$ cat config.mk
export PLATFORM = sky130hd
export DESIGN_NAME = wb_sw_master
export DESIGN_NICKNAME = d
export VERILOG_FILES = /design/src/rtl/wb_sw_master_pkg.sv /design/src/rtl/wb_sw_master_debounce.sv /design/src/rtl/wb_sw_master.sv
export SDC_FILE = /design/constraint.sdc
export NUM_CORES = 1
export LEC_CHECK = 0
export ABC_AREA = 0
export BUFFER_PORTS_ARGS = -buffer_cell sky130_fd_sc_hd__buf_2
export CELL_PAD_IN_SITES_DETAIL_PLACEMENT = 0
export CELL_PAD_IN_SITES_GLOBAL_PLACEMENT = 1
export CORE_ASPECT_RATIO = 1.75
export CORE_MARGIN = 2
export CORE_UTILIZATION = 42
export CTS_BUF_LIST = sky130_fd_sc_hd__clkbuf_4 sky130_fd_sc_hd__clkbuf_8
export DETAILED_ROUTE_END_ITERATION = 12
export PLACE_DENSITY_LB_ADDON = 0.1
export SYNTH_ARGS = -nofsm -noshare
export SYNTH_HDL_FRONTEND = slang
export SYNTH_SLANG_ARGS = --single-unit
$ cat constraint.sdc
create_clock -name clk -period 4.85 [get_ports clk]
set_clock_uncertainty 0.15 [all_clocks]
set_input_delay 0.485 -clock clk [delete_from_list [all_inputs] [get_ports clk]]
set_output_delay 0.485 -clock clk [all_outputs]
set_load 0.02 [all_outputs]
$ cat src/rtl/wb_sw_master_pkg.sv
// Shared constants for the switch-driven Wishbone initiator.
// FSM encodings, byte-select constant and default target address.
package wb_sw_master_pkg;

  localparam logic [2:0] ST_IDLE = 3'd0;
  localparam logic [2:0] ST_WR   = 3'd1;
  localparam logic [2:0] ST_GAP  = 3'd2;
  localparam logic [2:0] ST_RD   = 3'd3;
  localparam logic [2:0] ST_FIN  = 3'd4;

  localparam logic [3:0]  SEL_ALL = 4'b1111;

  localparam logic [31:0] TARGET_ADR_DEFAULT = 32'h0000_0010;

endpackage

$ cat src/rtl/wb_sw_master_debounce.sv
// Button conditioner: 2-FF synchroniser, stable-count debounce, rise pulse.
// Ports: clk, reset (sync, active-low), raw_i -> level_o, rise_o.
module sw_debounce #(
  parameter int DEBOUNCE_CYCLES = 500000
) (
  input  logic clk,
  input  logic reset,
  input  logic raw_i,
  output logic level_o,
  output logic rise_o
);

  localparam int CW =
    (DEBOUNCE_CYCLES > 2) ? $clog2(DEBOUNCE_CYCLES) : 1;
  localparam logic [CW-1:0] CNT_MAX = CW'(DEBOUNCE_CYCLES - 1);

  logic          s1_q, s2_q, prev_q;
  logic [CW-1:0] cnt_q, cnt_d;
  logic          level_q, level_d;
  logic          rise_q, rise_d;

  always_comb begin
    cnt_d   = cnt_q;
    level_d = level_q;
    rise_d  = 1'b0;
    if (s2_q != prev_q) begin
      cnt_d = '0;
    end else if (cnt_q == CNT_MAX) begin
      // counter parks at max while the input stays put
      level_d = s2_q;
      rise_d  = s2_q & ~level_q;
    end else begin
      cnt_d = cnt_q + 1'b1;
    end
  end

  always_ff @(posedge clk) begin
    if (!reset) begin
      s1_q    <= 1'b0;
      s2_q    <= 1'b0;
      prev_q  <= 1'b0;
      cnt_q   <= '0;
      level_q <= 1'b0;
      rise_q  <= 1'b0;
    end else begin
      s1_q    <= raw_i;
      s2_q    <= s1_q;
      prev_q  <= s2_q;
      cnt_q   <= cnt_d;
      level_q <= level_d;
      rise_q  <= rise_d;
    end
  end

  assign level_o = level_q;
  assign rise_o  = rise_q;

endmodule

$ cat src/rtl/wb_sw_master.sv
// Wishbone initiator: button press writes switches, reads back, checks.
// Ports: clk, reset(n), sw_in, btn_go, wb_* master, busy, done, err, rd_data.
module wb_sw_master
  import wb_sw_master_pkg::*;
#(
  parameter int          DEBOUNCE_CYCLES = 500000,
  parameter logic [31:0] TARGET_ADR      = TARGET_ADR_DEFAULT,
  parameter int          TIMEOUT_CYCLES  = 255
) (
  input  logic        clk,
  input  logic        reset,
  input  logic [15:0] sw_in,
  input  logic        btn_go,
  output logic        wb_cyc_o,
  output logic        wb_stb_o,
  output logic        wb_we_o,
  output logic [31:0] wb_adr_o,
  output logic [3:0]  wb_sel_o,
  output logic [31:0] wb_dat_o,
  input  logic [31:0] wb_dat_i,
  input  logic        wb_ack_i,
  output logic        busy,
  output logic        done,
  output logic        err,
  output logic [31:0] rd_data
);

  localparam logic [8:0] TMO_LIM = 9'(TIMEOUT_CYCLES);

  logic [15:0] sw_s1_q, sw_s2_q;
  logic        btn_lvl, btn_rise, go_evt;

  logic [2:0]  state_q, state_d;
  logic        cyc_q, cyc_d;
  logic        stb_q, stb_d;
  logic        we_q, we_d;
  logic [31:0] dat_o_q, dat_o_d;
  logic        busy_q, busy_d;
  logic        done_q, done_d;
  logic        err_q, err_d;
  logic [31:0] rd_data_q, rd_data_d;
  logic [7:0]  tmo_q, tmo_d;

  logic        tmo_hit;
  logic [7:0]  tmo_inc;

  sw_debounce #(
    .DEBOUNCE_CYCLES(DEBOUNCE_CYCLES)
  ) u_btn (
    .clk    (clk),
    .reset  (reset),
    .raw_i  (btn_go),
    .level_o(btn_lvl),
    .rise_o (btn_rise)
  );

  assign go_evt = btn_rise & btn_lvl;

  // abort on the access cycle that would exceed the budget
  assign tmo_hit = ({1'b0, tmo_q} + 9'd1) >= TMO_LIM;
  assign tmo_inc = (tmo_q == 8'hFF) ? tmo_q : tmo_q + 8'd1;

  always_comb begin
    state_d   = state_q;
    cyc_d     = cyc_q;
    stb_d     = stb_q;
    we_d      = we_q;
    dat_o_d   = dat_o_q;
    busy_d    = busy_q;
    done_d    = 1'b0;
    err_d     = err_q;
    rd_data_d = rd_data_q;
    tmo_d     = tmo_q;
    unique case (1'b1)
      (state_q == ST_IDLE): begin
        if (go_evt) begin
          dat_o_d = {16'b0, sw_s2_q};
          cyc_d   = 1'b1;
          stb_d   = 1'b1;
          we_d    = 1'b1;
          busy_d  = 1'b1;
          tmo_d   = '0;
          state_d = ST_WR;
        end
      end
      (state_q == ST_WR): begin
        if (wb_ack_i) begin
          cyc_d   = 1'b0;
          stb_d   = 1'b0;
          we_d    = 1'b0;
          state_d = ST_GAP;
        end else if (tmo_hit) begin
          cyc_d   = 1'b0;
          stb_d   = 1'b0;
          we_d    = 1'b0;
          err_d   = 1'b1;
          state_d = ST_FIN;
        end else begin
          tmo_d = tmo_inc;
        end
      end
      (state_q == ST_GAP): begin
        cyc_d   = 1'b1;
        stb_d   = 1'b1;
        we_d    = 1'b0;
        tmo_d   = '0;
        state_d = ST_RD;
      end
      (state_q == ST_RD): begin
        if (wb_ack_i) begin
          rd_data_d = wb_dat_i;
          cyc_d     = 1'b0;
          stb_d     = 1'b0;
          if (wb_dat_i != dat_o_q) err_d = 1'b1;
          state_d   = ST_FIN;
        end else if (tmo_hit) begin
          cyc_d   = 1'b0;
          stb_d   = 1'b0;
          err_d   = 1'b1;
          state_d = ST_FIN;
        end else begin
          tmo_d = tmo_inc;
        end
      end
      (state_q == ST_FIN): begin
        done_d  = 1'b1;
        busy_d  = 1'b0;
        state_d = ST_IDLE;
      end
      default: begin
        cyc_d   = 1'b0;
        stb_d   = 1'b0;
        we_d    = 1'b0;
        busy_d  = 1'b0;
        state_d = ST_IDLE;
      end
    endcase
  end

  always_ff @(posedge clk) begin
    if (!reset) begin
      sw_s1_q   <= '0;
      sw_s2_q   <= '0;
      state_q   <= ST_IDLE;
      cyc_q     <= 1'b0;
      stb_q     <= 1'b0;
      we_q      <= 1'b0;
      dat_o_q   <= '0;
      busy_q    <= 1'b0;
      done_q    <= 1'b0;
      err_q     <= 1'b0;
      rd_data_q <= '0;
      tmo_q     <= '0;
    end else begin
      sw_s1_q   <= sw_in;
      sw_s2_q   <= sw_s1_q;
      state_q   <= state_d;
      cyc_q     <= cyc_d;
      stb_q     <= stb_d;
      we_q      <= we_d;
      dat_o_q   <= dat_o_d;
      busy_q    <= busy_d;
      done_q    <= done_d;
      err_q     <= err_d;
      rd_data_q <= rd_data_d;
      tmo_q     <= tmo_d;
    end
  end

  assign wb_cyc_o = cyc_q;
  assign wb_stb_o = stb_q;
  assign wb_we_o  = we_q;
  assign wb_adr_o = TARGET_ADR;
  assign wb_sel_o = SEL_ALL;
  assign wb_dat_o = dat_o_q;
  assign busy     = busy_q;
  assign done     = done_q;
  assign err      = err_q;
  assign rd_data  = rd_data_q;

endmodule

==> results of run 1 <==
[placed cells by master (no fill, tap or decap), types with 2 or more instances in the layout]
cell        count
nor3_1          6
nor2_1         39
clkinvlp_4      3
nand4_1        10
mux2i_1        17
xnor2_1         9
o211ai_1        2
ha_1            3
nor2b_1         2
clkbuf_8       18
nand2b_1        3
nor4b_1         2
conb_1         52
or3_1           6
dfxtp_1       120
nand2_1        86
inv_1           6
o21ai_0        12
and3_1          6
xor2_1         23
nor4_1          6
o311ai_0        5
clkbuf_4        2
and2_1         40
buf_4           3
bufinv_16       2
o31ai_1         2
buf_2         105
or4_1           2
a21oi_1        45
a31oi_1         2
clkinv_2        5
nand3_1         9
[final cells by class]
class | count | area share [%]
clock buffer | 20 | 4.47
clock inverter | 12 | 2.13
inverter | 7 | 0.447
multi-input combinational | 415 | 39.8
sequential | 120 | 40.9
tap | 137 | 2.92
timing repair buffer | 108 | 9.33
[per-stage QoR]
| step | total power [W] | area (um2) |
|---|---|---|
| after floorplan | 0.00113 | 5250 |
| after global placement | 0.00113 | 5480 |
| after detailed placement | 0.00113 | 5480 |
| after CTS | 0.00200 | 5870 |
| after global routing | 0.00206 | 5870 |
| final | 0.00198 | 5870 |
[power by group through the flow]
stage / clock network [W] / logic, W / registers (W)
final: 0.000868 / 0.000103 / 0.00101
after global routing: 0.000940 / 0.000114 / 0.00101
after CTS: 0.000894 / 0.000103 / 0.00101
after detailed placement: 0 / 0.000103 / 0.00103
after global placement: 0 / 0.000102 / 0.00103
after floorplan: 0 / 0.000100 / 0.00103
[per-layer routing]
metal / wire length [um] / track usage, % / vias up
li1: - / - / 2013
met1: 4590 / 19.1 / 1825
met2: 5850 / 30.1 / 101
met3: 497 / 3.76 / 8
met4: 121 / 6.33 / 0
met5: 0 / 0 / -
[logic make-up after synthesis]
logic type      after synthesis
simple gates                229
flops                       120
buf+inv                      84
compound gates               81
xor+xnor                     33
mux                          17
fa+ha+maj                     3
other cells                   2
[how the worst max path moves through the flow]
stage | startpoint | endpoint | slack (ns)
after global routing | state_q[0] | rd_data[3] | 2.05
final | state_q[0] | rd_data[15] | 2.35
after detailed placement | state_q[0] | rd_data[15] | 2.32
after CTS | state_q[0] | rd_data[15] | 2.32
after floorplan | tmo_q[0] | state_q[1] | 2.68
after global placement | state_q[0] | rd_data[12] | 2.33
[state kept, by name (all words and copies together) (netlist names), 3 cells and up]
signal / cells
rd_data: 32
state_q: 3
sw_s1_q: 16
sw_s2_q: 16
tmo_q: 8
u_btn.cnt_q: 19
wb_dat_o: 16
[worst register-to-register path: stages (launching register included)]
cell,delay (ns)
dfxtp_1,0.65
nor2b_1,0.27
nand3_1,0.89
nand2_1,0.33
a21oi_1,0.10
==> metrics.yaml, run 1 <==
worst_setup_path:
  crit_cells: 4
  r2r_slack_ns: 2.35
  worstPathRequired_ns: 4.99
  max_stage_delay_ns: 0.89
  crit_buf_inv: 0
  timing.rr.end: "rd_data[15]"
  start_kind: "register"
  worstPathMaxFanout: 32
  cp-end-kind: "register"
  r2r_start: "state_q[0]"
  crit_arrival_ns: 2.64
  slowest_stage: "nand3_1"
  path_cells: "nor2b_1 -> nand3_1 -> nand2_1 -> a21oi_1"
  critPathTopFamily: "simple AND/OR/NAND/NOR gates"
  criticalPathCategory: "reg2reg"
  worst-r2r-cell-count: 4
layout:
  fillers: 1245
  stdcell_count: 819
  seq_area_um2: 2400
  syn2layout_area_growth_pct: 16.0
  finish.utilization_pct: 49.5
  drive_gt1_share_pct: 22.3
  diodes: 0
  finalNetCount: 724
  multi_input_area_um2: 2340
floorplan:
  fp.dieW_um: 87
  num_io_pins: 158
  die-area_um2: 13000
  initial_utilization_pct: 42.7
  rows: 53
  die_y_um: 149
  core_um2: 11900
clock_network:
  clock_sinks: 120
  clkLatencyLatePin_ns: 0.42
  path_clk_slew_ns: 0.07
  max-clock-path-buffers: 2
  cts_setup_buffers: 0
  htree_levels: 4
  cts_hold_buf: 0
  cts-root-buf: "clkbuf_8"
  cts_buffers: 17
  cts_resized: 0
  cts_tree: "yes"
detailed_routing:
  via_per_inst: 4.82
  drc: 0
  wl_per_cell_um: 13.5
  drt_iter0_markers: 140
  detail-route-antenna-nets: 0
  vias: 3947
  drt-pass1-iter-count: 5
  drt_wl_total_um: 11100
synthesis:
  synth_edf_count: 0
  synth_seq_cells: 120
  synth_cell_types: 55
  synth_area_um2: 5060
  yosysMostFrequentCell: "dfxtp_1"
  seq_area_frac_synth_pct: 47.4
  synthTopCellsByCount: "dfxtp_1, nand2_1, buf_4"
  synthAdderAreaFrac_pct: 0.741
  syn_area_per_cell_um2: 8.90
  synthSimpleGateAreaFrac_pct: 22.5
  synth-compound-area-share_pct: 9.59
  yosys_warnings: 0
  muxShareOfSynthArea_pct: 3.36
  ys.flop_type: "dfxtp_1"
  yosysTopAreaCell: "dfxtp_1"
  synth_top_family_by_area: "simple AND/OR/NAND/NOR gates"
  synth_xor_area_share_pct: 5.86
  synthCells: 569
  synthTopCellsByArea: "dfxtp_1, buf_4, nand2_1"
  async_flop_share_pct: 0
  synth_top_area_share_pct: 47.4
placement:
  pre_cts_ws_ns: 2.32
  port_buffers: 105
  place_inst: 787
  gp_congestion: 0.803
  hpwl_um: 8190
global_routing:
  gr-total-overflow: 0
  grt_use_total_pct: 16.9
  grt_pass1_wl_um: 17200
  grt_max_degree: 47
  grt_pass1_vias: 3631
  antenna_found_initial: 0
power:
  switchingPower_w: 0.000469
  p_int_w: 0.00151
  sw_frac_of_total_pct: 23.7
  comb_power_share_pct: 5.2
  ir_drop_uv: 170
  pwr-share-clk_pct: 43.9
  seq_power_share_pct: 50.9
  power_density_nw_per_um2: 337
  p_leak_nw: 2.45
sta:
  whs_ns: 0.119
  fin_crit_sh_pct: 51.6
  finalHoldViolations: 0
  fmax_mhz: 399
  rsz0062_at_grt: "no"
  fin_crit_ns: 2.50
  setup_viol: 0
  finalSetupTns_ns: 0
  worstMarginPinSlew_ns: 1.24
  layout_setup_ws_ns: 2.35
  worst_slew_margin_rel_pct: 16.8
  slew_viol_final: 0
status:
  status: "finished, final reports clean"
min_path:
  hp-start: "sw_in[7]"
  holdPathEnd: "sw_s1_q[7]"
  hold_class: "in2reg"
  whs_path_depth: 2
job:
  drv_cap: 0
Note: power is estimated with default switching activity, not from simulation.
==> run 2: changes to the inputs <==
--- a/config.mk
+++ b/config.mk
@@ -11,7 +11,7 @@
 export CELL_PAD_IN_SITES_GLOBAL_PLACEMENT = 1
 export CORE_ASPECT_RATIO = 1.75
 export CORE_MARGIN = 2
-export CORE_UTILIZATION = 42
+export CORE_UTILIZATION = 35
 export CTS_BUF_LIST = sky130_fd_sc_hd__clkbuf_4 sky130_fd_sc_hd__clkbuf_8
 export DETAILED_ROUTE_END_ITERATION = 12
 export PLACE_DENSITY_LB_ADDON = 0.1
==> constraint.sdc (replaced) <==
create_clock -name clk -period 2 [get_ports clk]
set_clock_uncertainty 0.15 [all_clocks]
set_input_delay 0.2 -clock clk [delete_from_list [all_inputs] [get_ports clk]]
set_output_delay 0.2 -clock clk [all_outputs]
set_load 0.02 [all_outputs]
==> metrics.yaml, run 2 (same netlist as run 1, synthesis figures left out) <==
status:
  status: "finished, violations left"
  violations: "negative setup slack"
clock_network:
  max-clock-path-buffers: 2  # unchanged
  clock_sinks: 120  # unchanged
  path_clk_slew_ns: 0.07  # about the same
  htree_levels: 4  # unchanged
  cts_tree: "yes"
  cts_buffers: 17  # unchanged
  cts-root-buf: "clkbuf_8"
  clkLatencyLatePin_ns: 0.42  # about the same
job:
  drv_cap: 0  # unchanged
min_path:
  whs_path_depth: 3  # +1
  hold_class: "in2reg"
  hp-start: "wb_dat_i[28]"
  holdPathEnd: "rd_data[28]"
layout:
  largest_reg_flops: 32  # unchanged
  drive_gt1_share_pct: 28.0  # +5.7 points
  final_common_cell: "dfxtp_1"
  syn2layout_area_growth_pct: 38.0
  diodes: 0  # unchanged
  final_cell_mix: "dfxtp_1, buf_2, nand2_1"
  finalNetCount: 804  # +11%
  stdcell_count: 942  # +15%
sta:
  fmax_mhz: 477  # +19%
  fin_crit_ns: 2.10  # -0.406 ns
  finalSetupTns_ns: -0.437  # -0.437 ns
  setup_viol: 10  # +10
  layout_setup_ws_ns: -0.0967  # -2.44 ns
  rsz0062_at_grt: "yes"
  slew_viol_final: 0  # unchanged
  fin_crit_sh_pct: 105  # +53 points
  whs_ns: 0.0238  # -0.0950 ns
  finalHoldViolations: 0  # unchanged
worst_setup_path:
  worstPathMaxFanout: 5  # -84%
  worst-r2r-cell-count: 8  # +4
  r2r_slack_ns: -0.1  # -2.44 ns
  criticalPathCategory: "reg2reg"
  crit_arrival_ns: 2.27  # -0.37 ns
  start_kind: "register"
  timing.rr.end: "tmo_q[4]"
  r2r_start: "tmo_q[0]"
  worstPathRequired_ns: 2.17  # -2.82 ns
  cp-end-kind: "register"
floorplan:
  rows: 58  # +9.4%
  core_um2: 14300  # +20%
  fp.dieW_um: 94.9  # +9.1%
  die-area_um2: 15500  # +19%
  num_io_pins: 158  # unchanged
  die_y_um: 163  # +9.3%
  initial_utilization_pct: 35.4  # -7.2 points
global_routing:
  grt_max_degree: 57  # +21%
  grt_use_total_pct: 16.1  # -0.75 points
  grt_pass1_vias: 4110  # +13%
  antenna_found_initial: 0  # unchanged
  grt_pass1_wl_um: 19300  # +12%
  gr-total-overflow: 0  # unchanged
placement:
  pre_cts_ws_ns: -0.202  # -2.52 ns
  place_inst: 862  # +9.5%
  port_buffers: 105  # unchanged
  hpwl_um: 9000  # +9.9%
  gp_congestion: 0.828  # +3.2%
power:
  power_density_nw_per_um2: 736  # +120%
  ir_drop_uv: 358  # +110%
  p_leak_nw: 2.93  # +20%
detailed_routing:
  drt-pass1-iter-count: 6  # +1
  via_per_inst: 4.54  # -5.8%
  drc: 0  # unchanged
  drt_iter0_markers: 126  # -10%
  detail-route-antenna-nets: 0  # unchanged
  wl_per_cell_um: 13.3  # -1.8%
  drt_wl_total_um: 12500  # +13%
  vias: 4278  # +8.4%
## run 2: final cells by class
class	count	area, um2
fillers	1421	7310
well taps	180	225
clock inverters	9	136
multi-input cells	415	2530
clock buffers	23	304
inverters	7	28.8
flip-flops and latches	120	2420
repair buffers	188	1350
## run 2: stage by stage
step	area, um2	util [%]	total power (W)
2_1_floorplan	5310	-	0.00273
3_3_place_gp	5880	41.1	0.00275
3_5_place_dp	5880	41.1	0.00276
4_1_cts	6880	48.1	0.00523
5_1_grt	6990	48.9	0.00537
6_report	6990	48.9	0.00514
## run 2: worst max-delay path by stage
| stage | start | end | cells after the start |
|---|---|---|---|
| detailed placement | tmo_q[0] | tmo_q[5] | 9 |
| floorplan | tmo_q[0] | tmo_q[5] | 8 |
| CTS | tmo_q[0] | tmo_q[4] | 8 |
| finish | tmo_q[0] | tmo_q[4] | 8 |
| global placement | tmo_q[0] | tmo_q[5] | 9 |
| global route | tmo_q[3] | tmo_q[4] | 6 |
## run 2: layer usage
| metal | share of wire, % | global-route usage, % | up-vias |
|---|---|---|---|
| li1 | - | - | 2170 |
| met1 | 38 | 16.9 | 1962 |
| met2 | 55 | 29.5 | 126 |
| met3 | 4.7 | 4.15 | 20 |
| met4 | 2.2 | 7.11 | 0 |
| met5 | 0 | 0 | - |
## run 2: repair_timing
| action | in CTS | in global routing |
|---|---|---|
| hold endpoints to repair | 50 | 0 |
| buffers inserted | 1 | 0 |
| hold buffers | 50 | 0 |
| resized for setup | 14 | 29 |
| setup endpoints to repair | 13 | 17 |
| pin swaps | 3 | 15 |
## run 2: critical path, stage by stage, from the launching register on
cell      delay (ns)
dfxtp_4         0.39
inv_4           0.05
ha_4            0.26
nor2_2          0.03
o211ai_1        0.19
a31o_4          0.18
nor3_4          0.05
or4_4           0.46
o31ai_2         0.24
## run 2: power by group
part / total (W) / internal [W] / switching [W] / leakage (nW)
Clock: 0.00236 / 0.00140 / 0.000955 / 0.220
Sequential: 0.00243 / 0.00242 / 0.0000125 / 0.978
Combinational: 0.000349 / 0.000148 / 0.000201 / 1.74
==> run 3: changes to the inputs <==
--- a/config.mk
+++ b/config.mk
@@ -9,7 +9,7 @@
 export BUFFER_PORTS_ARGS = -buffer_cell sky130_fd_sc_hd__buf_2
 export CELL_PAD_IN_SITES_DETAIL_PLACEMENT = 0
 export CELL_PAD_IN_SITES_GLOBAL_PLACEMENT = 1
-export CORE_ASPECT_RATIO = 1.75
+export CORE_ASPECT_RATIO = 0.8
 export CORE_MARGIN = 2
 export CORE_UTILIZATION = 35
 export CTS_BUF_LIST = sky130_fd_sc_hd__clkbuf_4 sky130_fd_sc_hd__clkbuf_8
==> metrics.yaml, run 3 (same netlist as run 1, synthesis figures left out) <==
power:
  sw_frac_of_total_pct: 23.0  # +0.30 points
  seq_power_share_pct: 46.6  # -0.7 points
  p_leak_nw: 2.87  # -2.4%
  comb_power_share_pct: 6.5  # -0.3 points
  p_int_w: 0.00402  # +1.2%
  pwr-share-clk_pct: 46.8  # +0.9 points
  power_density_nw_per_um2: 759  # +3.2%
  switchingPower_w: 0.00120  # +2.9%
  ir_drop_uv: 430  # +20%
global_routing:
  antenna_found_initial: 0  # unchanged
  gr-total-overflow: 0  # unchanged
  grt_max_degree: 42  # -26%
  grt_pass1_wl_um: 20900  # +8.2%
  grt_use_total_pct: 16.8  # +0.70 points
  grt_pass1_vias: 4265  # +3.8%
layout:
  final_cell_mix: "dfxtp_1, buf_2, nand2_1"
  diodes: 0  # unchanged
  drive_gt1_share_pct: 26.6  # -1.3 points
  largest_reg_flops: 32  # unchanged
  final_common_cell: "dfxtp_1"
  finish.utilization_pct: 48.4  # -0.44 points
  syn2layout_area_growth_pct: 35.8
  stdcell_count: 943  # +0.11%
  finalNetCount: 801  # -0.37%
floorplan:
  die-area_um2: 15500  # -0.21%
  fp.dieW_um: 138  # +46%
  initial_utilization_pct: 35.7  # +0.24 points
  rows: 39  # -33%
  num_io_pins: 158  # unchanged
  die_y_um: 112  # -32%
  core_um2: 14200  # -0.67%
detailed_routing:
  vias: 4335  # +1.3%
  drc: 0  # unchanged
  drt_iter0_markers: 188  # +49%
  drt_wl_total_um: 12800  # +2.3%
  via_per_inst: 4.60  # +1.2%
  detail-route-antenna-nets: 0  # unchanged
  drt-pass1-iter-count: 4  # -2
  wl_per_cell_um: 13.6  # +2.2%
placement:
  place_inst: 859  # -0.35%
  port_buffers: 105  # unchanged
  gp_congestion: 0.798  # -3.7%
  hpwl_um: 8650  # -4.0%
worst_setup_path:
  start_kind: "register"
  crit_arrival_ns: 2.32  # +0.05 ns
  crit_start: "tmo_q[0]"
  worstPathMaxFanout: 10  # +5
  criticalPathCategory: "reg2reg"
  worstPathRequired_ns: 2.21  # +0.04 ns
  r2r_start: "tmo_q[0]"
  cp-end-kind: "register"
  worst-r2r-cell-count: 7  # -1
sta:
  fin_crit_sh_pct: 106  # +1.0 points
  fin_crit_ns: 2.12  # +0.0207 ns
  fmax_mhz: 472  # -0.98%
  layout_setup_ws_ns: -0.117  # -0.0207 ns
  setup_viol: 10  # unchanged
  finalHoldViolations: 0  # unchanged
  slew_viol_final: 0  # unchanged
  worstMarginPinSlew_ns: 0.650
  worst_slew_margin_rel_pct: 56.6
  rsz0062_at_grt: "yes"
clock_network:
  cts-root-buf: "clkbuf_8"
  cts_buffers: 17  # unchanged
  clock_sinks: 120  # unchanged
  htree_levels: 4  # unchanged
  path_clk_slew_ns: 0.07  # about the same
  clkLatencyLatePin_ns: 0.44  # +0.02 ns
  max-clock-path-buffers: 2  # unchanged
  cts_tree: "yes"
status:
  status: "finished, violations left"
  violations: "negative setup slack"
min_path:
  hold_class: "in2reg"
  whs_path_depth: 2  # -1
  hp-start: "reset"
job:
  drv_cap: 0  # unchanged
run 3: cell count changes in the layout (fill, tap and decap cells not counted), sizes merged:
cell / delta
dlymetal6s4s: -1
bufinv: +1
clkbuf: -2
clkinvlp: -1
clkinv: +2
buf: -2
run 3: critical path: stages (launching register included):
cell and delay, ns:
dfxtp_4 0.37, ha_4 0.18, or3_4 0.37, a31o_4 0.27, o31ai_4 0.28, buf_12 0.16
o211ai_1 0.09, a31oi_1 0.17
run 3: final cells by class:
type,count,area (um2)
Timing Repair Buffer,185,1300
Multi-Input combinational cell,415,2460
Clock inverter,11,170
Inverter,7,28.8
Sequential cell,120,2410
Clock buffer,21,277
Tap cell,184,230
Fill cell,1366,7320
run 3: metrics by stage:
stage               setup TNS [ns]  setup WS (ns)  instance area (um2)  hold WS [ns]  total power [W]
finish                      -0.898         -0.117                 6880        0.0267          0.00522
global route                 -1.72         -0.189                 6880        0.0319          0.00544
CTS                         -0.763         -0.118                 6810       0.00811          0.00528
detailed placement           -1.47         -0.209                 5820         0.259          0.00275
global placement            -0.948         -0.143                 5820         0.260          0.00275
floorplan                   -0.119        -0.0341                 5310         0.177          0.00273
run 3: final timing paths:
path | end | slack (ns)
worst max register to register | tmo_q[3] | -0.12
worst min register to register | sw_s2_q[5] | 0.28
worst max-delay path | tmo_q[3] | -0.12
worst min-delay path | tmo_q[0] | 0.03
run 3: power by group through the flow:
stage	clock, W	sequential [W]	combinational, W
4_1_cts	0.00250	0.00244	0.000340
6_report	0.00244	0.00244	0.000342
3_5_place_dp	0	0.00249	0.000260
5_1_grt	0.00263	0.00244	0.000373
3_3_place_gp	0	0.00249	0.000258
2_1_floorplan	0	0.00249	0.000244
run 3: metal layers:
metal / track usage, % / part of all wire (%)
met1: 21.8 / 48
met5: 0 / 0
met4: 6.53 / 1.3
met2: 26.7 / 45
met3: 4.86 / 5.3
run 3: what timing repair did:
action | CTS | global route
gates resized for setup | 8 | 15
hold endpoints to repair | 49 | 0
setup endpoints to repair | 12 | 18
hold buffers | 49 | 0
setup buffers | 3 | 1
pin swaps | 4 | 4
